===== config.mk =====
export PLATFORM = sky130hd
export DESIGN_NAME = perf_monitor
export DESIGN_NICKNAME = d
export VERILOG_FILES = /design/src/rtl/perf_monitor.sv
export SDC_FILE = /design/constraint.sdc
export NUM_CORES = 1
export LEC_CHECK = 0
export ABC_CLOCK_PERIOD_IN_PS = 5620
export CORE_MARGIN = 10
export CORE_UTILIZATION = 40
export CTS_BUF_LIST = sky130_fd_sc_hd__clkbuf_2 sky130_fd_sc_hd__clkbuf_4 sky130_fd_sc_hd__clkbuf_8
export DETAILED_ROUTE_END_ITERATION = 6
export PLACE_DENSITY_LB_ADDON = 0.12
export SLEW_MARGIN = 40
export SYNTH_ARGS = -nofsm -noshare
export SYNTH_HDL_FRONTEND = slang
export SYNTH_SLANG_ARGS = --single-unit
export TNS_END_PERCENT = 1

===== constraint.sdc =====
create_clock -name clk -period 5.62 [get_ports clk]
set_clock_uncertainty 0.05 [all_clocks]
set_input_delay 1.124 -clock clk [delete_from_list [all_inputs] [get_ports clk]]
set_output_delay 1.124 -clock clk [all_outputs]
set_load 0.03 [all_outputs]

===== src/rtl/perf_monitor.sv =====
// rtl/perf_monitor.sv - multi-channel run/event performance monitor
//
// Purpose: counts run cycles (channel 0) and per-cycle event strobes
// (channels 1..NUM_EVENTS) between a start request and a debounced
// final-PC detection, then freezes and raises a registered finished flag.
//
// Ports:
//   clk       in   single clock, rising edge
//   reset     in   synchronous, active-high
//   en        in   start request, sampled in IDLE only
//   clear     in   synchronous soft clear of counters, flags and state
//   pc        in   observed CPU program counter
//   event_in  in   one-cycle event strobes, bit i counts into channel i+1
//   rd_sel    in   channel select, 0 = cycle counter
//   rd_data   out  registered value of the selected channel (1-cycle latency)
//   overflow  out  sticky per-channel overflow flags, bit 0 = cycle counter
//   running   out  high while counting
//   finished  out  high once the final PC has been held long enough
//
// Optional feature: PERF_SATURATE_EN defined makes counters saturate at
// all-ones; undefined, counters wrap to zero. Either way the overflow bit
// sets on the first increment attempted at all-ones.

module perf_monitor #(
   parameter int                  PC_WIDTH    = 16,
   parameter int                  CNT_WIDTH   = 32,
   parameter int                  NUM_EVENTS  = 4,
   parameter logic [PC_WIDTH-1:0] FINAL_PC    = 16'hFFFF,
   parameter int                  FINISH_HOLD = 2,
   localparam int                 SEL_W       = $clog2(NUM_EVENTS + 1)
) (
   input  logic                  clk,
   input  logic                  reset,
   input  logic                  en,
   input  logic                  clear,
   input  logic [PC_WIDTH-1:0]   pc,
   input  logic [NUM_EVENTS-1:0] event_in,
   input  logic [SEL_W-1:0]      rd_sel,
   output logic [CNT_WIDTH-1:0]  rd_data,
   output logic [NUM_EVENTS:0]   overflow,
   output logic                  running,
   output logic                  finished
);

   localparam int NCH = NUM_EVENTS + 1;

   localparam logic [1:0] ST_IDLE = 2'd0;
   localparam logic [1:0] ST_RUN  = 2'd1;
   localparam logic [1:0] ST_DONE = 2'd2;

   logic [1:0]           state_q, state_d;
   logic [CNT_WIDTH-1:0] cnt_q [NCH];
   logic [CNT_WIDTH-1:0] cnt_d [NCH];
   logic [7:0]           hold_q, hold_d;
   logic [NCH-1:0]       ovf_q, ovf_d;
   logic [CNT_WIDTH-1:0] rd_data_q, rd_data_d;
   logic                 running_q, running_d;
   logic                 finished_q, finished_d;
   logic [NCH-1:0]       inc_vec;

   // Channel 0 counts every run cycle, so its increment request is constant.
   assign inc_vec = {event_in, 1'b1};

   always_comb begin
      state_d   = state_q;
      hold_d    = hold_q;
      ovf_d     = ovf_q;
      cnt_d     = cnt_q;
      rd_data_d = '0;

      // Out-of-range selects fall through with zero.
      for (int i = 0; i < NCH; i++) begin
         if (rd_sel == SEL_W'(i)) begin
            rd_data_d = cnt_q[i];
         end
      end

      case (state_q)
         ST_IDLE: begin
            for (int i = 0; i < NCH; i++) begin
               cnt_d[i] = '0;
            end
            hold_d = '0;
            ovf_d  = '0;
            if (en) begin
               state_d = ST_RUN;
            end
         end
         ST_RUN: begin
            hold_d = (pc == FINAL_PC) ? hold_q + 8'd1 : 8'd0;
            for (int i = 0; i < NCH; i++) begin
               if (inc_vec[i]) begin
                  if (cnt_q[i] == '1) begin
                     ovf_d[i] = 1'b1;
`ifdef PERF_SATURATE_EN
                     cnt_d[i] = cnt_q[i];
`else
                     cnt_d[i] = '0;
`endif
                  end else begin
                     cnt_d[i] = cnt_q[i] + 1'b1;
                  end
               end
            end
            // The finishing cycle is still counted above.
            if (hold_d == 8'(FINISH_HOLD)) begin
               state_d = ST_DONE;
            end
         end
         ST_DONE: begin
            state_d = ST_DONE;
         end
         default: begin
            state_d = ST_IDLE;
         end
      endcase

      if (clear) begin
         state_d = ST_IDLE;
         hold_d  = '0;
         ovf_d   = '0;
         for (int i = 0; i < NCH; i++) begin
            cnt_d[i] = '0;
         end
         rd_data_d = '0;
      end

      // Status flags come straight from flops so the clock-gate enable
      // never sees decode glitches.
      running_d  = (state_d == ST_RUN);
      finished_d = (state_d == ST_DONE);
   end

   always_ff @(posedge clk) begin
      if (reset) begin
         state_q    <= ST_IDLE;
         hold_q     <= '0;
         ovf_q      <= '0;
         rd_data_q  <= '0;
         running_q  <= 1'b0;
         finished_q <= 1'b0;
         for (int i = 0; i < NCH; i++) begin
            cnt_q[i] <= '0;
         end
      end else begin
         state_q    <= state_d;
         hold_q     <= hold_d;
         ovf_q      <= ovf_d;
         rd_data_q  <= rd_data_d;
         running_q  <= running_d;
         finished_q <= finished_d;
         for (int i = 0; i < NCH; i++) begin
            cnt_q[i] <= cnt_d[i];
         end
      end
   end

   assign rd_data  = rd_data_q;
   assign overflow = ovf_q;
   assign running  = running_q;
   assign finished = finished_q;

endmodule


* After elaboration in Yosys (flattened, before gate mapping)
Cells that the tools add are included.
** Storage, ports and cells
- Output and inout port bits :: 39
- Bits of input ports :: 27
- Word-level logic and storage cells :: 89
- Bits in registers :: 209
** Operators by class
- Reductions and logical operators :: 13
- Multiplexer cells :: 31
- Eq/ne operators :: 24
- $add $sub $neg :: 6
** Operator list (count)
- 32-bit 2-to-1 mux :: 14
- 160-bit one-hot mux with 2 select lines :: 1
- 32-bit by 1-bit adder with 32-bit output (second input constant) :: 5
- 32-bit equality test (second input constant) :: 5
- 2-bit != test (second input constant) :: 9
- 16-bit equality test (second input constant) :: 1
- 8-bit one-hot mux with 2 select lines :: 1
- 3-bit AND reduction :: 4
- 5-bit one-hot mux with 2 select lines :: 1
- 2-bit AND reduction :: 5
- 1-bit 2-to-1 mux :: 9
- 8-bit by 1-bit adder with 8-bit output (second input constant) :: 1
- 8-bit by 2-bit equality test with 1-bit output (second input constant) :: 1
- 8-bit 2-to-1 mux :: 1
- 3-bit by 2-bit equality test with 1-bit output (second input constant) :: 2
- 2-bit 2-to-1 mux :: 3
- 2-bit one-hot mux with 3 select lines :: 1
- 2-bit by 1-bit equality test with 1-bit output (second input constant) :: 2
- 2-bit equality test (second input constant) :: 2
- 3-bit by 1-bit equality test with 1-bit output (second input constant) :: 1
- 3-bit equality test (second input constant) :: 1
- 3-bit zero test :: 1
- 2-bit zero test :: 1
- 2-bit nonzero test :: 1
- 2-bit OR reduction :: 1

* Logic depth before layout (Yosys ltp)
Gate-level depths: netlist of the first run.
- Depth in word-level cells :: 7
- Depth in mapped cells :: 8
- Gate-level depth less buffers :: 6

* Worst setup path before layout of the first run
No wires, ideal clock.
- Kind :: input -> register
- From :: input port rd_sel[0]
- To :: register rd_data_q[25] (netlist: rd_data[25])
- Data required time :: 5442 ps
- Setup slack :: 2892 ps
- Setup time :: 128 ps
- Path buffers :: 2
- Arrival time :: 2550 ps
- Cell stages on the path :: 6
- Cells stage by stage :: clkbuf_1 > buf_2 > mux4_2 > nor2b_1 > a21oi_1 > nor2_1
** On the way
- Longest elaborated chain between the ends :: 6
- Elaborated cells on any way between the ends :: 10
- Classes of those cells :: eq/ne: 4; mux: 5; reduce/logical: 1
** RTL lines
- from (decl) :: line 38 : input logic [SEL_W-1:0] rd_sel,
- 3-bit zero test :: line 73 : if (rd_sel == SEL_W'(i)) begin
- 32-bit 2-to-1 mux (4 in a row) :: line 73
- 32-bit 2-to-1 mux * :: line 73
- to (signal assigned) :: line 149 : rd_data_q <= rd_data_d;
- to (decl) :: line 56 : logic [CNT_WIDTH-1:0] rd_data_q, rd_data_d;
Mark *: on every way between the ends. The rest lies on a longest branch, timed or not.
A chain may end at the register's enable or synchronous reset.

* Worst setup path after layout of the first run
- From :: register cnt_q[128] in the netlist's numbering
- To :: register cnt_q[153] in the netlist's numbering
** On the way
- Longest elaborated chain between the ends :: 3
- Elaborated cells on any way between the ends :: 4
- Classes of those cells :: add/sub: 1; eq/ne: 1; mux: 2
** RTL lines
- from (decl) :: line 52 : logic [CNT_WIDTH-1:0] cnt_q [NCH];
- from (signal, indexed assignment) :: line 153 : cnt_q[i] <= cnt_d[i];
- 32-bit by 1-bit adder with 32-bit output / 32-bit equality test (equally long branches) :: line 101, 93
- 32-bit 2-to-1 mux * :: line 93 : if (cnt_q[i] == '1) begin
- 160-bit one-hot mux with 2 select lines * :: line 78 : case (state_q)
Marked as above.

==> flow_metrics.py, run 1 <==
metrics = {
    "pwr": {
        "switchingPower_mw": 0.798,
        "swShare_pct": 24.1,
        "clock_power_share_pct": 50.8,
        "p_leak_nw": 3.92,
        "vdd_drop_max_v": 0.000147,
        "finalPower_mw": 3.31,
        "combinationalPowerShare_pct": 4.2,
        "intPower_mw": 2.52,
        "seqPwrFrac_pct": 44.9,
        "pwr_density_cell_nw_per_um2": 254,
    },
    "die": {
        "core_um2": 27700,
        "fp.dieW_um": 187,
        "die_h_um": 187,
        "start_util_pct": 40.4,
        "rows": 61,
        "die_area_um2": 35100,
        "ioPinCount": 66,
    },
    "run_status": {
        "status": "finished clean",
    },
    "placed_design": {
        "routabilityCongestion": 0.953,
        "dp_hpwl_um": 27200,
        "port-buffer-count": 65,
    },
    "sta": {
        "tightest_slew_ps": 804,
        "setup_violations": 0,
        "hold_viol": 0,
        "tns_ps": 0,
        "maxSlewViolCount": 0,
        "post-route-min-period_ps": 3160,
        "slew_headroom_pct": 45.9,
        "timing.final.crit_share_pct": 56.1,
        "fmax_mhz": 317,
        "rsz0062_at_grt": "false",
    },
    "worst_setup_path": {
        "path_class": "flop to flop",
        "path_cells": "ha_1 -> nand3_1 -> nor4_1 -> nand4_1 -> buf_4 -> nand2_1 -> o221ai_1",
        "worst_ep_required_time_ps": 5980,
        "r2r-end": "cnt_q[153]$_SDFFE_PP0P_",
        "reg2regPathDepth": 7,
        "startpoint_type": "flop",
        "r2r_setup_slack_ps": 2460,
        "critical_path.max_stage_delay_ps": 710,
        "crit_fanout": 30,
        "endpoint_kind": "flop",
        "slowest_stage": "nand4_1",
        "rr_startpoint": "cnt_q[128]$_SDFFE_PP0P_",
        "cp_data_arrival_time_ps": 3510,
    },
    "clocking": {
        "clkSinkCount": 209,
        "cts_tree": "done",
        "post_cts_buffers": 0,
        "ctsResizeCount": 0,
        "numCtsBuffers": 40,
        "clk_pin_slew_ps": 60,
        "clock-root-buffer": "clkbuf_8",
        "clk_latency_ps": 560,
        "cts_hold_buf": 0,
        "cts_buffer_depth": 3,
        "cts_htree_levels": 2,
    },
    "grt": {
        "grt_max_degree": 63,
        "antenna_found_initial": 0,
        "grt_pass1_vias": 9782,
        "grt_pass1_wl_um": 58200,
        "grt_use_total_pct": 20.5,
        "grt_overflow": 0,
    },
    "routing": {
        "first_iter_violations": 977,
        "drc": 0,
        "wl_per_cell_um": 21.0,
        "vias": 10800,
        "antenna_left": 0,
        "viasPerCell": 5.98,
        "drt-total-wl_um": 38000,
        "first_pass_iters": 5,
    },
    "synthesis": {
        "syn-cell-area_um2": 11200,
        "syn-instance-count": 1369,
        "async_reset_ff_share_pct": 0,
        "yosysUniqueCellTypes": 68,
        "syn_avg_cell_area_um2": 8.18,
        "synthFlopType": "dfxtp_1",
        "syn-num-nets": 1402,
        "synth_edf_count": 0,
        "yosysSeqAreaShare_pct": 37.4,
        "yosys_warnings": 0,
        "ys_seq_elements": 209,
    },
    "cells_and_area": {
        "final_common_cell": "dfxtp_1",
        "layout-drive-gt1-share_pct": 11.2,
        "antennaDiodeCount": 0,
        "final_cell_mix": "dfxtp_1, nand2_1, nor2_1",
        "nets": 1436,
        "area_growth_pct": 16.6,
        "utilization_pct": 47.2,
    },
    "worst_hold_path": {
        "min_to": "overflow[3]$_SDFFE_PP0P_",
        "min_path_type": "flop to flop",
        "min_from": "overflow[3]$_SDFFE_PP0P_",
        "whs_path_depth": 2,
    },
    "run": {
        "maxCapViolCount": 0,
    },
}
## synth_stat cells (3+ instances only)
master | number | share of area [%]
xor2_1 | 56 | 4.4
and4_1 | 20 | 1.6
buf_2 | 13 | 0.58
a41oi_1 | 5 | 0.39
o211ai_1 | 31 | 2.1
or3_1 | 25 | 1.4
a22oi_1 | 24 | 1.6
nor2b_1 | 15 | 0.84
nand3_1 | 69 | 3.1
clkbuf_1 | 66 | 2.2
o221ai_1 | 3 | 0.23
nand4_1 | 83 | 4.6
and3_1 | 28 | 1.6
nor3b_1 | 3 | 0.20
and2_1 | 17 | 0.95
a21oi_1 | 36 | 1.6
mux4_2 | 10 | 2.0
nand2_1 | 134 | 4.5
a211oi_1 | 10 | 0.67
nor2_1 | 105 | 3.5
xnor2_1 | 39 | 3.0
buf_1 | 9 | 0.30
nor3_1 | 94 | 4.2
o21a_1 | 3 | 0.20
a31o_2 | 3 | 0.23
o21ai_0 | 42 | 1.9
mux2_2 | 23 | 2.3
dfxtp_1 | 209 | 37
nand4b_1 | 9 | 0.70
nand3b_1 | 9 | 0.60
mux2i_1 | 5 | 0.45
a31oi_1 | 51 | 2.8
or4_1 | 8 | 0.54
inv_1 | 24 | 0.80
nor4_1 | 29 | 1.6
nand2b_1 | 4 | 0.22
o21ba_2 | 3 | 0.27
or2_2 | 7 | 0.39
ha_1 | 6 | 0.67
## worst max-delay path: cells and delay by family (launching register included)
family                     cells  cell delay (ps)
buffers and inverters          1              520
adders and majority gates      1              240
DFF                            1              410
and+or+nand+nor                4             1640
AOI/OAI and AO/OA              1              150
## worst max path at each step
stage	startpoint	endpoint	slack (ps)	cells past startpoint
finish	cnt_q[128]$_SDFFE_PP0P_	cnt_q[153]$_SDFFE_PP0P_	2460	7
global route	cnt_q[128]$_SDFFE_PP0P_	cnt_q[149]$_SDFFE_PP0P_	2160	7
CTS	cnt_q[128]$_SDFFE_PP0P_	cnt_q[149]$_SDFFE_PP0P_	2520	7
detailed placement	clear	cnt_q[153]$_SDFFE_PP0P_	1960	7
global placement	clear	cnt_q[28]$_SDFFE_PP0P_	1940	5
floorplan	rd_sel[0]	rd_data[25]$_SDFF_PP0_	2890	6
## state kept, by name (all words and copies together), names as in the netlist
| name | cells |
|---|---|
| cnt_q | 160 |
| finished | 1 |
| hold_q | 8 |
| overflow | 5 |
| rd_data | 32 |
| running | 1 |
| state_q | 2 |
## per-stage QoR
step                cells  instance area (um^2)  worst slack [ps]  hold WS [ps]
global placement     1738                 12100              1940           384
CTS                  1812                 13100              2520           399
detailed placement   1739                 12100              1960           391
global route         1812                 13100              2160           415
finish               1812                 13100              2460           395
floorplan            1369                 11200              2890           394
## power groups by stage
stage               logic [mW]  clock network (mW)  registers [mW]
floorplan               0.0769                   0            1.53
global placement         0.137                   0            1.52
detailed placement       0.140                   0            1.52
CTS                      0.140                1.72            1.49
global route             0.150                1.77            1.49
finish                   0.140                1.69            1.49
## layer usage
metal / wire length, um / GRT usage (%)
met2: 17000 / 31.4
met3: 2950 / 3.97
met4: 825 / 6.17
met5: 0 / 0
met1: 17300 / 28.5
## logic make-up after synthesis
kind of cell / count (synthesis) / share of synthesized area, %
buf+inv: 116 / 4.19
mux: 38 / 4.77
flops: 209 / 37.4
simple gates: 675 / 32.0
compound gates: 230 / 13.6
fa+ha+maj: 6 / 0.670
xor+xnor: 95 / 7.43
## layout make-up
class,count,area [um^2]
Clock buffer,63,823
Clock inverter,10,88.8
Fill cell,2752,14600
Inverter,24,90.1
Multi-Input combinational cell,1044,6610
Sequential cell,209,4180
Tap cell,378,473
Timing Repair Buffer,84,801
Power figures use the tool's default switching activity.
==> run 2, diff against run 1 <==
- ABC_CLOCK_PERIOD_IN_PS: 5620 -> 2900
- clock period: 5.62 -> 2.9 ns (I/O delays scaled with it)
==> run 2 against run 1 <==
  * Routed wire length shrank 3.1%
  * Clock power grew 98%
  * Worst hold slack gained 21 ps
  * Setup slack lost 2100 ps
  * Core utilization grew 0.97 points
  * Maximum frequency grew 27%
  * First-iteration DRC count grew 6.8%
  * Total power grew 96%
  * Highest routed layer unchanged
  * Final cell count grew 1.5%
  * Sequential cell count is the same
  * Sequential share of layout area shrank 0.65 points
  * Largest cell class unchanged
  * Critical endpoint is now cnt_q[127]$_SDFFE_PP0P_
==> flow_metrics.py, run 2 (synthesis gave the netlist of run 1 again) <==
metrics = {
    "sta": {
        "setup_violations": 0,
        "fmax_mhz": 402,
        "slew_headroom_pct": 50.3,
        "tightest_slew_ps": 738,
        "timing.final.crit_share_pct": 85.7,
        "tns_ps": 0,
        "hold_viol": 0,
        "rsz0062_at_grt": "false",
        "maxSlewViolCount": 0,
        "setup_slack_ps": 414,
        "post-route-min-period_ps": 2490,
        "holdWs_ps": 415,
    },
    "pwr": {
        "pwr_density_cell_nw_per_um2": 488,
        "intPower_mw": 5.01,
        "seqPwrFrac_pct": 44.3,
        "clock_power_share_pct": 51.2,
        "p_leak_nw": 4.08,
        "vdd_drop_max_v": 0.000358,
        "swShare_pct": 23.0,
        "switchingPower_mw": 1.50,
        "combinationalPowerShare_pct": 4.4,
        "finalPower_mw": 6.51,
    },
    "placed_design": {
        "port-buffer-count": 65,
        "dpl_cell_area_um2": 12400,
        "place_ws_ps": 293,
        "dp_hpwl_um": 26800,
        "routabilityCongestion": 0.926,
        "dp.cells": 1769,
    },
    "clocking": {
        "clkSinkCount": 209,
        "cts_hold_buf": 0,
        "ctsResizeCount": 0,
        "cts_buffer_depth": 3,
        "cts_htree_levels": 2,
        "numCtsBuffers": 39,
        "clock-root-buffer": "clkbuf_8",
        "clk_pin_slew_ps": 60,
        "cts_tree": "done",
        "post_cts_buffers": 0,
        "clk_latency_ps": 560,
    },
    "cells_and_area": {
        "fillers": 2717,
        "utilization_pct": 48.1,
        "antennaDiodeCount": 0,
        "area_growth_pct": 19.0,
        "layoutNonFillerInstCount": 1840,
        "largest_reg_flops": 160,
        "top_register": "cnt_q",
        "final_cell_mix": "dfxtp_1, nand2_1, nor2_1",
        "final_area_um2": 13300,
        "layout-drive-gt1-share_pct": 12.5,
        "final_common_cell": "dfxtp_1",
        "nets": 1465,
    },
    "routing": {
        "wl_per_cell_um": 20.0,
        "first_iter_violations": 1043,
        "vias": 10800,
        "first_pass_iters": 5,
        "viasPerCell": 5.89,
        "drt-total-wl_um": 36900,
        "drc": 0,
        "antenna_left": 0,
    },
    "run_status": {
        "status": "finished clean",
    },
    "grt": {
        "grt_overflow": 0,
        "grt_pass1_wl_um": 57600,
        "grt_use_total_pct": 20.2,
        "grt_pass1_vias": 9855,
        "grt_max_degree": 131,
        "antenna_found_initial": 0,
    },
    "run": {
        "maxCapViolCount": 0,
    },
    "worst_setup_path": {
        "endpoint_kind": "flop",
        "path_class": "flop to flop",
        "startpoint_type": "flop",
        "crit_fanout": 9,
        "worst_ep_required_time_ps": 3340,
        "cp_data_arrival_time_ps": 2920,
    },
    "die": {
        "die_area_um2": 35100,
        "rows": 61,
        "die_h_um": 187,
        "ioPinCount": 66,
        "start_util_pct": 40.4,
        "core_um2": 27700,
        "fp.dieW_um": 187,
    },
    "worst_hold_path": {
        "min_path_type": "flop to flop",
    },
}
==> run 2: worst max-delay path: stages (launching register included) <==
cell and delay, ps:
dfxtp_1 490, nand4_1 160, or4_1 700, nand4bb_1 470, or3_1 420, a21oi_1 140
==> run 2: final cells by class <==
class	count	area, um^2	share of cell area (%)
clock buffer	64	806	6.04
clock inverter	7	116	0.873
inverter	24	90.1	0.676
multi-input combinational	1044	6570	49.3
sequential	209	4180	31.4
tap	378	473	3.55
timing repair buffer	114	1090	8.20
==> run 2: power by group through the flow <==
stage / registers, mW / clock network [mW] / logic, mW
after global placement: 2.95 / 0 / 0.288
after CTS: 2.89 / 3.40 / 0.289
after global routing: 2.89 / 3.53 / 0.311
final: 2.89 / 3.34 / 0.289
after detailed placement: 2.95 / 0 / 0.288
after floorplan: 2.96 / 0 / 0.149
==> run 2: layer usage <==
metal | up-vias | wire length, um | GRT usage (%)
li1 | 5194 | - | -
met1 | 5105 | 16800 | 27.8
met2 | 442 | 15800 | 30.5
met3 | 89 | 2910 | 3.80
met4 | 0 | 1380 | 7.60
met5 | - | 0 | 0
==> run 2: worst paths after layout <==
check | cells after the start | endpoint | slack, ps | start
min | 2 | overflow[1]$_SDFFE_PP0P_ | 420 | overflow[1]$_SDFFE_PP0P_
min reg2reg | 2 | overflow[1]$_SDFFE_PP0P_ | 420 | overflow[1]$_SDFFE_PP0P_
max reg2reg | 5 | cnt_q[127]$_SDFFE_PP0P_ | 410 | cnt_q[100]$_SDFFE_PP0P_
max | 5 | cnt_q[127]$_SDFFE_PP0P_ | 410 | cnt_q[100]$_SDFFE_PP0P_
